$ cat src/rtl/aes_pkg.sv
// Shared AES constants: forward S-box table and key-schedule round constants.
package aes_pkg;

  // Forward S-box, index = input byte.
  localparam logic [7:0] SBOX [256] = '{
    8'h63, 8'h7c, 8'h77, 8'h7b, 8'hf2, 8'h6b, 8'h6f, 8'hc5, 8'h30, 8'h01, 8'h67, 8'h2b, 8'hfe, 8'hd7, 8'hab, 8'h76,
    8'hca, 8'h82, 8'hc9, 8'h7d, 8'hfa, 8'h59, 8'h47, 8'hf0, 8'had, 8'hd4, 8'ha2, 8'haf, 8'h9c, 8'ha4, 8'h72, 8'hc0,
    8'hb7, 8'hfd, 8'h93, 8'h26, 8'h36, 8'h3f, 8'hf7, 8'hcc, 8'h34, 8'ha5, 8'he5, 8'hf1, 8'h71, 8'hd8, 8'h31, 8'h15,
    8'h04, 8'hc7, 8'h23, 8'hc3, 8'h18, 8'h96, 8'h05, 8'h9a, 8'h07, 8'h12, 8'h80, 8'he2, 8'heb, 8'h27, 8'hb2, 8'h75,
    8'h09, 8'h83, 8'h2c, 8'h1a, 8'h1b, 8'h6e, 8'h5a, 8'ha0, 8'h52, 8'h3b, 8'hd6, 8'hb3, 8'h29, 8'he3, 8'h2f, 8'h84,
    8'h53, 8'hd1, 8'h00, 8'hed, 8'h20, 8'hfc, 8'hb1, 8'h5b, 8'h6a, 8'hcb, 8'hbe, 8'h39, 8'h4a, 8'h4c, 8'h58, 8'hcf,
    8'hd0, 8'hef, 8'haa, 8'hfb, 8'h43, 8'h4d, 8'h33, 8'h85, 8'h45, 8'hf9, 8'h02, 8'h7f, 8'h50, 8'h3c, 8'h9f, 8'ha8,
    8'h51, 8'ha3, 8'h40, 8'h8f, 8'h92, 8'h9d, 8'h38, 8'hf5, 8'hbc, 8'hb6, 8'hda, 8'h21, 8'h10, 8'hff, 8'hf3, 8'hd2,
    8'hcd, 8'h0c, 8'h13, 8'hec, 8'h5f, 8'h97, 8'h44, 8'h17, 8'hc4, 8'ha7, 8'h7e, 8'h3d, 8'h64, 8'h5d, 8'h19, 8'h73,
    8'h60, 8'h81, 8'h4f, 8'hdc, 8'h22, 8'h2a, 8'h90, 8'h88, 8'h46, 8'hee, 8'hb8, 8'h14, 8'hde, 8'h5e, 8'h0b, 8'hdb,
    8'he0, 8'h32, 8'h3a, 8'h0a, 8'h49, 8'h06, 8'h24, 8'h5c, 8'hc2, 8'hd3, 8'hac, 8'h62, 8'h91, 8'h95, 8'he4, 8'h79,
    8'he7, 8'hc8, 8'h37, 8'h6d, 8'h8d, 8'hd5, 8'h4e, 8'ha9, 8'h6c, 8'h56, 8'hf4, 8'hea, 8'h65, 8'h7a, 8'hae, 8'h08,
    8'hba, 8'h78, 8'h25, 8'h2e, 8'h1c, 8'ha6, 8'hb4, 8'hc6, 8'he8, 8'hdd, 8'h74, 8'h1f, 8'h4b, 8'hbd, 8'h8b, 8'h8a,
    8'h70, 8'h3e, 8'hb5, 8'h66, 8'h48, 8'h03, 8'hf6, 8'h0e, 8'h61, 8'h35, 8'h57, 8'hb9, 8'h86, 8'hc1, 8'h1d, 8'h9e,
    8'he1, 8'hf8, 8'h98, 8'h11, 8'h69, 8'hd9, 8'h8e, 8'h94, 8'h9b, 8'h1e, 8'h87, 8'he9, 8'hce, 8'h55, 8'h28, 8'hdf,
    8'h8c, 8'ha1, 8'h89, 8'h0d, 8'hbf, 8'he6, 8'h42, 8'h68, 8'h41, 8'h99, 8'h2d, 8'h0f, 8'hb0, 8'h54, 8'hbb, 8'h16
  };

  // Key-schedule round constants for rounds 1..10 (index 0 = round 1).
  localparam logic [7:0] RCON [10] = '{
    8'h01, 8'h02, 8'h04, 8'h08, 8'h10, 8'h20, 8'h40, 8'h80, 8'h1b, 8'h36
  };

endpackage

$ cat src/rtl/aes_sbox_lut.sv
// Purely combinational forward S-box lookup.
module aes_sbox_lut
  import aes_pkg::*;
(
  input  logic [7:0] in_byte,
  output logic [7:0] out_byte
);

  // Constant-table lookup; every index is defined so no X can escape.
  always_comb begin
    out_byte = SBOX[in_byte];
  end

endmodule

$ cat src/rtl/aes_sbox.sv
// AES forward S-box with optional one-cycle output register.
// REG_OUT=1: registered, latency 1. REG_OUT=0: combinational, latency 0.
module aes_sbox
  import aes_pkg::*;
#(
  parameter bit REG_OUT = 1'b1
) (
  input  logic       clk,
  input  logic       rst,
  input  logic       in_valid,
  input  logic [7:0] in_byte,
  output logic       out_valid,
  output logic [7:0] out_byte
);

  logic [7:0] lut_byte;

  aes_sbox_lut u_lut (
    .in_byte  (in_byte),
    .out_byte (lut_byte)
  );

  if (REG_OUT) begin : g_reg
    logic [7:0] out_byte_d, out_byte_q;
    logic       out_valid_d, out_valid_q;

    // Next-state: capture a new byte only when qualified, otherwise hold.
    always_comb begin
      out_byte_d  = out_byte_q;
      out_valid_d = in_valid;
      if (in_valid) begin
        out_byte_d = lut_byte;
      end
    end

    // Output register; reset drops any byte presented on the same edge.
    always_ff @(posedge clk) begin
      if (rst) begin
        out_byte_q  <= 8'h00;
        out_valid_q <= 1'b0;
      end else begin
        out_byte_q  <= out_byte_d;
        out_valid_q <= out_valid_d;
      end
    end

    assign out_byte  = out_byte_q;
    assign out_valid = out_valid_q;
  end else begin : g_comb
    // Bypass: data is always the lookup; only the qualifier sees reset.
    assign out_byte  = lut_byte;
    assign out_valid = in_valid & ~rst;
  end

endmodule

$ cat config.mk
export PLATFORM = sky130hd
export DESIGN_NAME = aes_sbox
export DESIGN_NICKNAME = d
export VERILOG_FILES = /design/src/rtl/aes_pkg.sv /design/src/rtl/aes_sbox_lut.sv /design/src/rtl/aes_sbox.sv
export SDC_FILE = /design/constraint.sdc
export NUM_CORES = 1
export LEC_CHECK = 0
export ABC_AREA = 0
export CAP_MARGIN = 20
export CORE_MARGIN = 2
export CORE_UTILIZATION = 45
export DETAILED_ROUTE_END_ITERATION = 8
export SLEW_MARGIN = 20
export SYNTH_ARGS = -nofsm -noshare
export SYNTH_HDL_FRONTEND = slang
export SYNTH_HIERARCHICAL = 1
export SYNTH_SLANG_ARGS = --single-unit
$ cat constraint.sdc
create_clock -name clk -period 3.4 [get_ports clk]
set_input_delay 0.68 -clock clk [delete_from_list [all_inputs] [get_ports clk]]
set_output_delay 0.68 -clock clk [all_outputs]
set_load 0.005 [all_outputs]
* Word level (Yosys, flattened, before mapping) *
Memories as Yosys holds them, arrays and structs flattened. A register that Yosys moved wholly into a read port is not among the register bits.
Cells that the tools add are included.

word-level totals
  ROM bits = 2,048
  word-level logic and storage cells = 3
  output and inout bits = 9
  flip-flop bits (word level) = 1
  memories kept = 1

memory list
  name             depth  bits a word  rd ports  clocked after Yosys merged registers in  wr ports  line                text
  (no name shown)  256    8            1         1                                        0         aes_sbox_lut.sv:11  out_byte = SBOX[in_byte];

operators by class
  bitwise operators = 1

operators by type and width
  cell       count
  $not 8->9  1

* Depth between registers and ports, before layout *
Gate-level depths: netlist of the first run.

  word-level depth = 1
  gate-level depth with buffers = 13

* Hierarchy *
Netlist of the first run, hierarchy kept.

modules (own cells, without submodules)
  module        area each (sq um)  cells an instance  times used
  aes_sbox_lut  3,179.3            507                1
  aes_sbox      312.8              28                 1

* Worst setup path after synthesis of the first run *
No wires, ideal clock.

  kind = input -> register
  start point = in in_byte[1]
  end point = reg g_reg.out_byte_q[1] (netlist: out_byte[1])
  data arrival time = 2,861 ps
  buffers on the path = 3
  cell stages on the path = 11
  setup slack = 422 ps
  setup time = 117 ps
  data required time = 3,283 ps
  path through = buf_2 -> clkbuf_1 -> inv_1 -> ha_1 -> clkbuf_1 -> and2_1 -> o311ai_0 -> a221oi_1 -> o221ai_2 -> mux2i_1 -> nor2_1

between the ends
  longest elaborated chain between the ends = 1

RTL lines
  item                             line                text
  start: declaration               aes_sbox.sv:11      input logic [7:0] in_byte,
  $not 8->9 (implied by the code)  aes_sbox_lut.sv:11
  end: declaration                 aes_sbox.sv:24      logic [7:0] out_byte_d, out_byte_q;

Every way passes these cells.
A chain may end at the register's enable or synchronous reset.

* Final worst setup path of the first run *
  start point = in in_byte[1]
  end point = reg g_reg.out_byte_q[4] (netlist: out_byte[4])

The elaborated chain is that of the path after synthesis.

==> results.toml, run 1 <==
[run_status]
status = "finished, final reports clean"

[grt]
grt_pass1_vias = 4619
grt_overflow_total = 0
use_met3_pct = 14.5
grt_usage_pct = 42.8
met2_usage_pct = 61.7
met1_usage_pct = 55.0
busiest_layer = "met2"
grt_max_degree = 52
antenna_found_initial = 0
grt_pass1_wl_mm = 27.7

[power]
leakagePower_uw = 0.00154
vdd_drop_max_mv = 0.120
power.density_nw_per_um2 = 223

[synth]
synth_fp_nets = 561
synth_fa_ha_area_share_pct = 5.37
synth-seq-cells = 9
synthDominantCellAreaShare_pct = 6.31
syn_inst = 535
synth_mux_area_share_pct = 5.77
synth-edff-count = 0
yosys.area_share.simple_pct = 28.4
yosys_warnings = 6
synth-compound-area-share_pct = 44.0
synth_xor_xnor_area_share_pct = 0.251
synth_area_leader_cell = "a21oi_1"
ys_seq_area_share_pct = 5.16
synthArstFlopShare_pct = 0
synth_cell_types = 75
netlist_top_cells_area = "a21oi_1 (6.3%), ha_1 (5.4%), dfxtp_1 (5.2%)"
ys.flop_type = "dfxtp_1"
syn-cell-area_um2 = 3490
synth_top_family_by_area = "compound AO/OA/AOI/OAI gates"
avgSynthCellArea_um2 = 6.53

[sta]
worst_pin_slew_ns = 0.909
rsz0062_at_grt = "no"
finalCritPeriodShare_pct = 93.5
slew_violations = 0
setup_viol = 0
hold_violations = 0
fin_crit_ns = 3.18
slew-limit-headroom_pct = 39.2
max_freq_mhz = 315
tns_ns = 0
skew_ns = 0

[setup_path]
crit_type = "in2reg"
cp_cell_sequence = "clkdlybuf4s50_1 > inv_1 > ha_1 > buf_4 > nand2b_1 > buf_4 > nand2_1 > o21ai_1 > nor2_1 > a2111oi_1 > o32ai_1 > mux2i_1 > nor2_1"
cp_num_buf_inv = 4
critPathArrivalTime_ns = 3.31
timing.rr.end = "out_byte[5]"
rr_startpoint = "out_byte[5]"
path_depth = 13
critPathCaptureType = "register"
rr_worst_depth = 2
startpoint = "in_byte[1]"
cpPeakStageDelay_ns = 0.47
critPathSlowestCell = "clkdlybuf4s50_1"
crit_path_start_kind = "input port"
cp_data_required_time_ns = 3.53
crit_family = "buffers and inverters"
reg2reg_slack_ns = 2.74
worst-path-max-fanout = 6
worstSetupEndpoint = "out_byte[4]"

[layout]
final_common_cell = "buf_4"
syn2layout_area_growth_pct = 15.8
n_antenna_cell = 0
layout_common_cells = "buf_4 (63), nor2_1 (45), a21oi_1 (44)"
fin_area_um2 = 4040
nets = 588
final_layout_size_suffix_gt1_share_pct = 16.6

[route]
ant_nets = 0
via_count = 5075
drc = 0
drt_iter0_drc = 1093
totalWireLength_mm = 18.3
avgViaCountPerCell = 7.65
first_pass_iters = 8
avgRoutedWirePerCell_um = 27.6

[placement]
hpwl_mm = 13.1
placed_area_um2 = 4000
portBuffers = 19
gp_congestion = 1.12

[clock_network]
holdBufCountCts = 0
clk_latency_ns = 0.25
clk_path_buf_depth = 2
cts_max_level = 1
root_buffer = "clkbuf_8"
cts_setup_buffers = 0
clock_sinks = 9
clkTransAtPathRegs_ns = 0.07
tritoncts = "yes"
numCtsBuffers = 3

[floorplan]
io_pins = 20
fp.dieH_um = 92.1
fp.dieArea_um2 = 8480
core_um2 = 7610
start_util_pct = 45.9
rows = 32
die_w_um = 92.1

[job]
cap_viol_max_count = 0

[min_path]
min_from = "out_byte[7]"
hold_path.class = "reg2reg"
## how the worst min path moves through the flow
| stage | end | slack, ns | depth (start not counted) |
|---|---|---|---|
| after floorplan | out_byte[0] | 0.48 | 2 |
| after global placement | out_byte[1] | 0.48 | 2 |
| after detailed placement | out_byte[7] | 0.48 | 2 |
| after CTS | out_byte[7] | 0.50 | 2 |
| after global routing | out_byte[7] | 0.51 | 2 |
| final | out_byte[7] | 0.49 | 2 |
## where the power goes
| group | switching (µW) | internal, µW | total (µW) |
|---|---|---|---|
| Clock | 65.4 | 83.1 | 149 |
| Sequential | 6.88 | 115 | 122 |
| Combinational | 395 | 237 | 633 |
## worst reg2reg max path: cells and delay by family, from the launching register on
| family | cells | cell delay [ns] |
|---|---|---|
| AND/OR/NAND/NOR | 1 | 0.05 |
| flip-flops | 1 | 0.35 |
| multiplexers | 1 | 0.13 |
## registers in the layout, summed over array words and instances (netlist names)
| register | flops |
|---|---|
| out_byte | 8 |
| out_valid | 1 |
## area by class of cell
type,instances,area [µm²]
Fill cell,752,3560
Multi-Input combinational cell,451,2930
Timing Repair Buffer,85,718
Sequential cell,9,180
Tap cell,102,128
Clock buffer,4,45.0
Inverter,12,45.0
## Yosys cell counts, types with 9 or more instances
master,instances
nand2_1,35
nand2b_1,15
o211ai_1,16
nor2b_1,13
o21ai_0,32
clkbuf_1,20
a21oi_1,44
a311oi_1,10
mux2i_1,12
nor2_1,45
inv_1,10
dfxtp_1,9
nand3_1,26
a31oi_1,12
o21ai_1,20
buf_2,27
nor3_1,20
ha_1,15
a211oi_1,16
## cells by family (layout without fill, tap and decap cells)
| kind of cell | after synthesis | after routing |
|---|---|---|
| fa+ha+maj | 15 | 15 |
| buf+inv | 75 | 101 |
| flops | 9 | 9 |
| simple gates | 194 | 194 |
| compound gates | 224 | 224 |
| xor+xnor | 1 | 1 |
| mux | 17 | 17 |
## metal layers
layer / vias to the layer above / wire length [µm]
li1: 2116 / -
met1: 2256 / 6490
met2: 542 / 7320
met3: 161 / 2990
met4: 0 / 1480
met5: - / 0
## per-stage QoR
| stage | setup WS [ns] | util (%) | cells | power, µW | hold slack [ns] |
|---|---|---|---|---|---|
| 6_report | 0.221 | 53.2 | 663 | 903 | 0.494 |
| 3_3_place_gp | 0.0702 | 52.5 | 659 | 726 | 0.477 |
| 5_1_grt | 0.00667 | 53.2 | 663 | 931 | 0.510 |
| 2_1_floorplan | 0.422 | - | 535 | 496 | 0.485 |
| 3_5_place_dp | 0.0793 | 52.5 | 659 | 718 | 0.484 |
| 4_1_cts | 0.335 | 53.1 | 663 | 863 | 0.502 |
## repair_timing
| item | CTS | global route |
|---|---|---|
| resized for setup | 0 | 1 |
| setup endpoints to repair | 0 | 1 |
| hold endpoints to repair | 0 | 0 |
No activity file was read; power rests on OpenSTA's default activity.
==> run 2, diff against run 1 <==
==> constraint.sdc (replaced) <==
create_clock -name clk -period 3.6 [get_ports clk]
set_input_delay 0.72 -clock clk [delete_from_list [all_inputs] [get_ports clk]]
set_output_delay 0.72 -clock clk [all_outputs]
set_load 0.005 [all_outputs]
==> run 2 against run 1 <==
Final area is 4.2% lower. Clock skew did not move. Total power down 9.4%. Wire length fell by 2.3%. Clock-buffer cell count is the same. Sequential power fell by 7%. Register-to-register slack better by 0.19 ns. Die area unchanged. Worst hold slack better by 0.0048 ns. Non-clock buffer count decreased by 21. First-iteration DRC count up 8.3%. Worst setup slack improved by 0.061 ns. Largest cell class unchanged. Critical path type unchanged.
==> results.toml, run 2 (same netlist as run 1, synthesis figures left out) <==
[route]
drt_iter0_drc = 1184
first_pass_iters = 7
via_count = 5023
totalWireLength_mm = 17.9
avgRoutedWirePerCell_um = 27.8
drc = 0
avgViaCountPerCell = 7.82
ant_nets = 0

[layout]
largest_reg_flops = 8
final_common_cell = "nor2_1"
syn2layout_area_growth_pct = 10.9
final_cells = 642
n_antenna_cell = 0
final_layout_size_suffix_gt1_share_pct = 13.3
layout_common_cells = "nor2_1 (45), a21oi_1 (44), buf_4 (43)"
n_fill_cell = 813
final_util_pct = 50.9
nets = 567

[power]
pwr-share-clk_pct = 15.8
leakagePower_uw = 0.00144
seqPwrFrac_pct = 13.9
power.density_nw_per_um2 = 211
power_switching_uw = 426
vdd_drop_max_mv = 0.101
p_sw_share_pct = 52.0
total_power_uw = 818
comb_power_share_pct = 70.2
intPower_uw = 392

[sta]
tns_ns = 0
finalCritPeriodShare_pct = 92.2
skew_ns = 0
hold_violations = 0
worst_pin_slew_ns = 0.790
slew-limit-headroom_pct = 47.1
setup_slack_ns = 0.282
slew_violations = 0
fin_crit_ns = 3.32
rsz0062_at_grt = "no"
setup_viol = 0
max_freq_mhz = 301

[setup_path]
cp_common_cell = "buf_4"
startpoint = "in_byte[0]"
critPathCaptureType = "register"
cp_cell_sequence = "clkdlybuf4s50_1 > buf_4 > ha_1 > buf_4 > nor2_2 > o21ai_0 > a31oi_1 > a221oi_1 > a211oi_1 > a21oi_1 > mux2i_1 > nor2_1"
crit_path_start_kind = "input port"
rr_startpoint = "out_byte[5]"
cp_num_buf_inv = 3
cp_data_required_time_ns = 3.71
cpPeakStageDelay_ns = 0.45
path_depth = 12
crit_family = "compound AO/OA/AOI/OAI gates"
crit_type = "in2reg"
reg2reg_slack_ns = 2.93
critPathArrivalTime_ns = 3.43
worstSetupEndpoint = "out_byte[3]"
timing.rr.end = "out_byte[5]"
critPathSlowestCell = "clkdlybuf4s50_1"
worst-path-max-fanout = 11
rr_worst_depth = 2

[grt]
grt_pass1_wl_mm = 27.3
grt_overflow_total = 0
antenna_found_initial = 0
grt_usage_pct = 41.6
grt_pass1_vias = 4559
grt_max_degree = 59

[clock_network]
holdBufCountCts = 0
cts_setup_buffers = 0
clk_latency_ns = 0.24
cts_max_level = 1
root_buffer = "clkbuf_8"
clock_sinks = 9
clk_path_buf_depth = 2
tritoncts = "yes"
clkTransAtPathRegs_ns = 0.06
numCtsBuffers = 3
cts-resized-gates = 0

[run_status]
status = "finished, final reports clean"

[floorplan]
start_util_pct = 45.9
io_pins = 20
core_um2 = 7610
fp.dieArea_um2 = 8480
die_w_um = 92.1
rows = 32
fp.dieH_um = 92.1

[placement]
dp.cells = 638
gp_congestion = 1.13
portBuffers = 19
hpwl_mm = 12.7
dp_slack_ns = 0.168

[job]
cap_viol_max_count = 0

[min_path]
hold_path.class = "reg2reg"
run 2: worst register-to-register path: stages (launching register included):
cell     delay [ns]
dfxtp_1        0.34
mux2i_1        0.13
nor2_1         0.06
run 2: area by class of cell:
class                   count  area (µm²)  area share (%)
multi-input cells         451        2930            75.6
repair buffers             64         548            14.2
flip-flops and latches      9         180            4.65
well taps                 102         128            3.30
clock buffers               4        45.0            1.16
inverters                  12        45.0            1.16
run 2: layer usage:
| metal | global-route usage [%] | share of wire (%) |
|---|---|---|
| met5 | 0 | 0 |
| met1 | 54.3 | 36 |
| met2 | 61.3 | 40 |
| met3 | 12.7 | 17 |
| met4 | 21.6 | 7.5 |
run 2: per-stage QoR:
stage | area [µm²] | hold WS [ns]
after CTS | 3870 | 0.504
after global routing | 3870 | 0.536
after detailed placement | 3830 | 0.491
final | 3870 | 0.499
after floorplan | 3490 | 0.485
after global placement | 3830 | 0.474
run 2: power by group through the flow:
stage          clock [µW]  combinational, µW  sequential, µW
6_report              129                575             114
2_1_floorplan           0                354             115
3_5_place_dp            0                537             116
4_1_cts               131                538             114
5_1_grt               136                597             115
3_3_place_gp            0                546             116
run 2: worst min-delay path by stage:
stage | start | to | slack [ns] | cells past startpoint
5_1_grt | out_byte[7] | out_byte[7] | 0.54 | 2
6_report | out_byte[6] | out_byte[6] | 0.50 | 2
3_3_place_gp | out_byte[3] | out_byte[3] | 0.47 | 2
3_5_place_dp | out_byte[6] | out_byte[6] | 0.49 | 2
2_1_floorplan | out_byte[0] | out_byte[0] | 0.48 | 2
4_1_cts | out_byte[6] | out_byte[6] | 0.50 | 2
==> run 3, diff against run 2 <==
--- a/config.mk
+++ b/config.mk
@@ -10,8 +10,6 @@
 export CORE_MARGIN = 2
 export CORE_UTILIZATION = 45
 export DETAILED_ROUTE_END_ITERATION = 8
-export SLEW_MARGIN = 20
 export SYNTH_ARGS = -nofsm -noshare
 export SYNTH_HDL_FRONTEND = slang
-export SYNTH_HIERARCHICAL = 1
 export SYNTH_SLANG_ARGS = --single-unit
==> run 3 against run 2 <==
Via count up 4.5%. Clock-buffer cell count unchanged. Worst hold slack worse by 0.053 ns. Clock skew unchanged. Critical path depth down 2. Worst setup slack worse by 0.12 ns. Sequential power about the same. Critical path type unchanged. Critical endpoint is now out_byte[7]. Highest routed layer is now met5.
==> results.toml, run 3 <==
[run_status]
status = "finished, final reports clean"

[min_path]
hold_depth = 2
hold_path.class = "reg2reg"
hold_path_end = "out_byte[7]"
min_from = "out_byte[7]"

[power]
power_switching_uw = 439
vdd_drop_max_mv = 0.100
comb_power_share_pct = 70.5
pwr-share-clk_pct = 15.9
intPower_uw = 401
total_power_uw = 840
p_sw_share_pct = 52.3
leakagePower_uw = 0.00151
seqPwrFrac_pct = 13.6
power.density_nw_per_um2 = 202

[synth]
synth_cell_types = 83
ys.flop_type = "dfxtp_1"
yosysMostFrequentCell = "o21ai_0"
synth_area_leader_cell = "o21ai_0"
avgSynthCellArea_um2 = 6.67
netlist_top_cells_area = "o21ai_0 (6.0%), a21oi_1 (5.9%), ha_1 (4.9%)"
synthTopCellsByCount = "o21ai_0 (46), a21oi_1 (45), nand2_1 (42)"
synth-edff-count = 0
synth_fp_nets = 601
synthArstFlopShare_pct = 0
syn-cell-area_um2 = 3830
synth-seq-cells = 9
synthDominantCellAreaShare_pct = 6.00
yosys_warnings = 0
syn_inst = 575
ys_seq_area_share_pct = 4.70

[layout]
final_common_cell = "buf_4"
syn2layout_area_growth_pct = 8.35
n_antenna_cell = 0
final_layout_size_suffix_gt1_share_pct = 15.2
nets = 600
largest_reg_flops = 8
final_cells = 678
n_fill_cell = 887
layout_common_cells = "buf_4 (49), o21ai_0 (46), a21oi_1 (45)"
multi_input_area_um2 = 3190
final_util_pct = 50.3
regArea_um2 = 180

[clock_network]
clkTransAtPathRegs_ns = 0.05
cts_max_level = 1
clock_sinks = 9
tritoncts = "yes"
root_buffer = "clkbuf_8"
holdBufCountCts = 0
numCtsBuffers = 3
cts_setup_buffers = 0
clk_latency_ns = 0.25
clk_path_buf_depth = 2
cts-resized-gates = 0

[grt]
grt_usage_pct = 41.4
met1_usage_pct = 56.6
grt_pass1_wl_mm = 28.5
grt_max_degree = 60
busiest_layer = "met2"
met2_usage_pct = 59.8
grt_pass1_vias = 4743
use_met3_pct = 11.1
grt_overflow_total = 0
antenna_found_initial = 1

[route]
via_count = 5249
avgViaCountPerCell = 7.74
avgRoutedWirePerCell_um = 28.1
ant_nets = 0
drc = 0
first_pass_iters = 6
totalWireLength_mm = 19.1
drt_iter0_drc = 955

[setup_path]
critPathArrivalTime_ns = 3.58
critPathSlowestCell = "a211oi_1"
timing.rr.end = "out_byte[0]"
rr_startpoint = "out_byte[0]"
reg2reg_slack_ns = 2.44
cp_data_required_time_ns = 3.74
worst-path-max-fanout = 7
cpPeakStageDelay_ns = 0.57
crit_path_start_kind = "input port"
rr_worst_depth = 4
cp_num_buf_inv = 3
critPathCaptureType = "register"
crit_type = "in2reg"
crit_family = "buffers and inverters"
cp_cell_sequence = "clkdlybuf4s50_1 > inv_1 > ha_1 > buf_4 > nor2_1 > a21o_1 > mux4_2 > a211oi_1 > or4_1 > o21ai_1"

[job]
cap_viol_max_count = 0

[sta]
skew_ns = 0
setup_viol = 0
slew-limit-headroom_pct = 52.7
hold_violations = 0
finalCritPeriodShare_pct = 95.5
fin_crit_ns = 3.44
tns_ns = 0
slew_violations = 0
rsz0062_at_grt = "no"
max_freq_mhz = 291
worst_pin_slew_ns = 0.704
fin_hold_ws_ns = 0.445

[placement]
hpwl_mm = 13.6
dp.cells = 674
portBuffers = 19
gp_congestion = 1.08

[floorplan]
fp.dieH_um = 96.3
start_util_pct = 46.4
rows = 33
fp.dieArea_um2 = 9280
io_pins = 20
die_w_um = 96.3
core_um2 = 8260
[run 3: changes by cell type after synthesis, moves of 5 or more]
| cell | previous run | this run |
|---|---|---|
| o21ai_1 | 20 | 3 |
| o21ai_0 | 32 | 46 |
| nor2_1 | 45 | 34 |
| nor3_1 | 20 | 30 |
| mux2i_1 | 12 | 3 |
| nand2_1 | 35 | 42 |
| clkbuf_1 | 20 | 26 |
| nand2b_1 | 15 | 21 |
| a211o_1 | 1 | 6 |
| mux4_2 | 2 | 7 |
[run 3: area by class of cell]
class / instances / area share [%]
multi-input combinational: 479 / 76.7
timing repair buffer: 68 / 13.6
sequential: 9 / 4.34
tap: 105 / 3.16
inverter: 13 / 1.17
clock buffer: 4 / 1.08
[run 3: worst max path at each step]
| stage | startpoint | endpoint | slack, ns | cells after the start |
|---|---|---|---|---|
| 2_1_floorplan | in_byte[1] | out_byte[1] | 0.67 | 11 |
| 3_3_place_gp | in_byte[1] | out_byte[7] | 0.003 | 10 |
| 3_5_place_dp | in_byte[0] | out_byte[7] | 0.03 | 10 |
| 4_1_cts | in_byte[0] | out_byte[7] | 0.28 | 10 |
| 5_1_grt | in_byte[0] | out_byte[7] | 0.10 | 10 |
| 6_report | in_byte[0] | out_byte[7] | 0.16 | 10 |
[run 3: power by group through the flow]
stage	Combinational (µW)	Clock (µW)	Sequential, µW
floorplan	370	0	117
global placement	566	0	117
detailed placement	560	0	117
CTS	562	133	115
global route	617	136	116
finish	592	134	115
[run 3: cells by family (layout without fill, tap and decap cells)]
kind of cell               Yosys count  after routing  synth area share (%)
AOI/OAI and AO/OA                  228            228                  41.8
adders and majority gates           15             15                  4.89
buffers and inverters               87             85                  12.2
DFF                                  9              9                  4.70
muxes                               11             11                  5.19
and+or+nand+nor                    225            225                  31.2
[run 3: routing by layer]
metal | vias to the layer above | share of wire [%]
met3 | 125 | 14
met2 | 522 | 40
met5 | - | 0.089
met4 | 2 | 6.8
li1 | 2212 | -
met1 | 2388 | 38
[run 3: metrics by stage]
stage	setup WS, ns	cell area (µm²)
after global placement	0.00294	4110
after floorplan	0.671	3830
after global routing	0.103	4160
final	0.160	4160
after CTS	0.285	4160
after detailed placement	0.0274	4110
[run 3: worst register-to-register path: cells and delay by family (launching register included)]
| family | cells | cell delay (ns) |
|---|---|---|
| flops | 1 | 0.31 |
| compound gates | 4 | 0.71 |
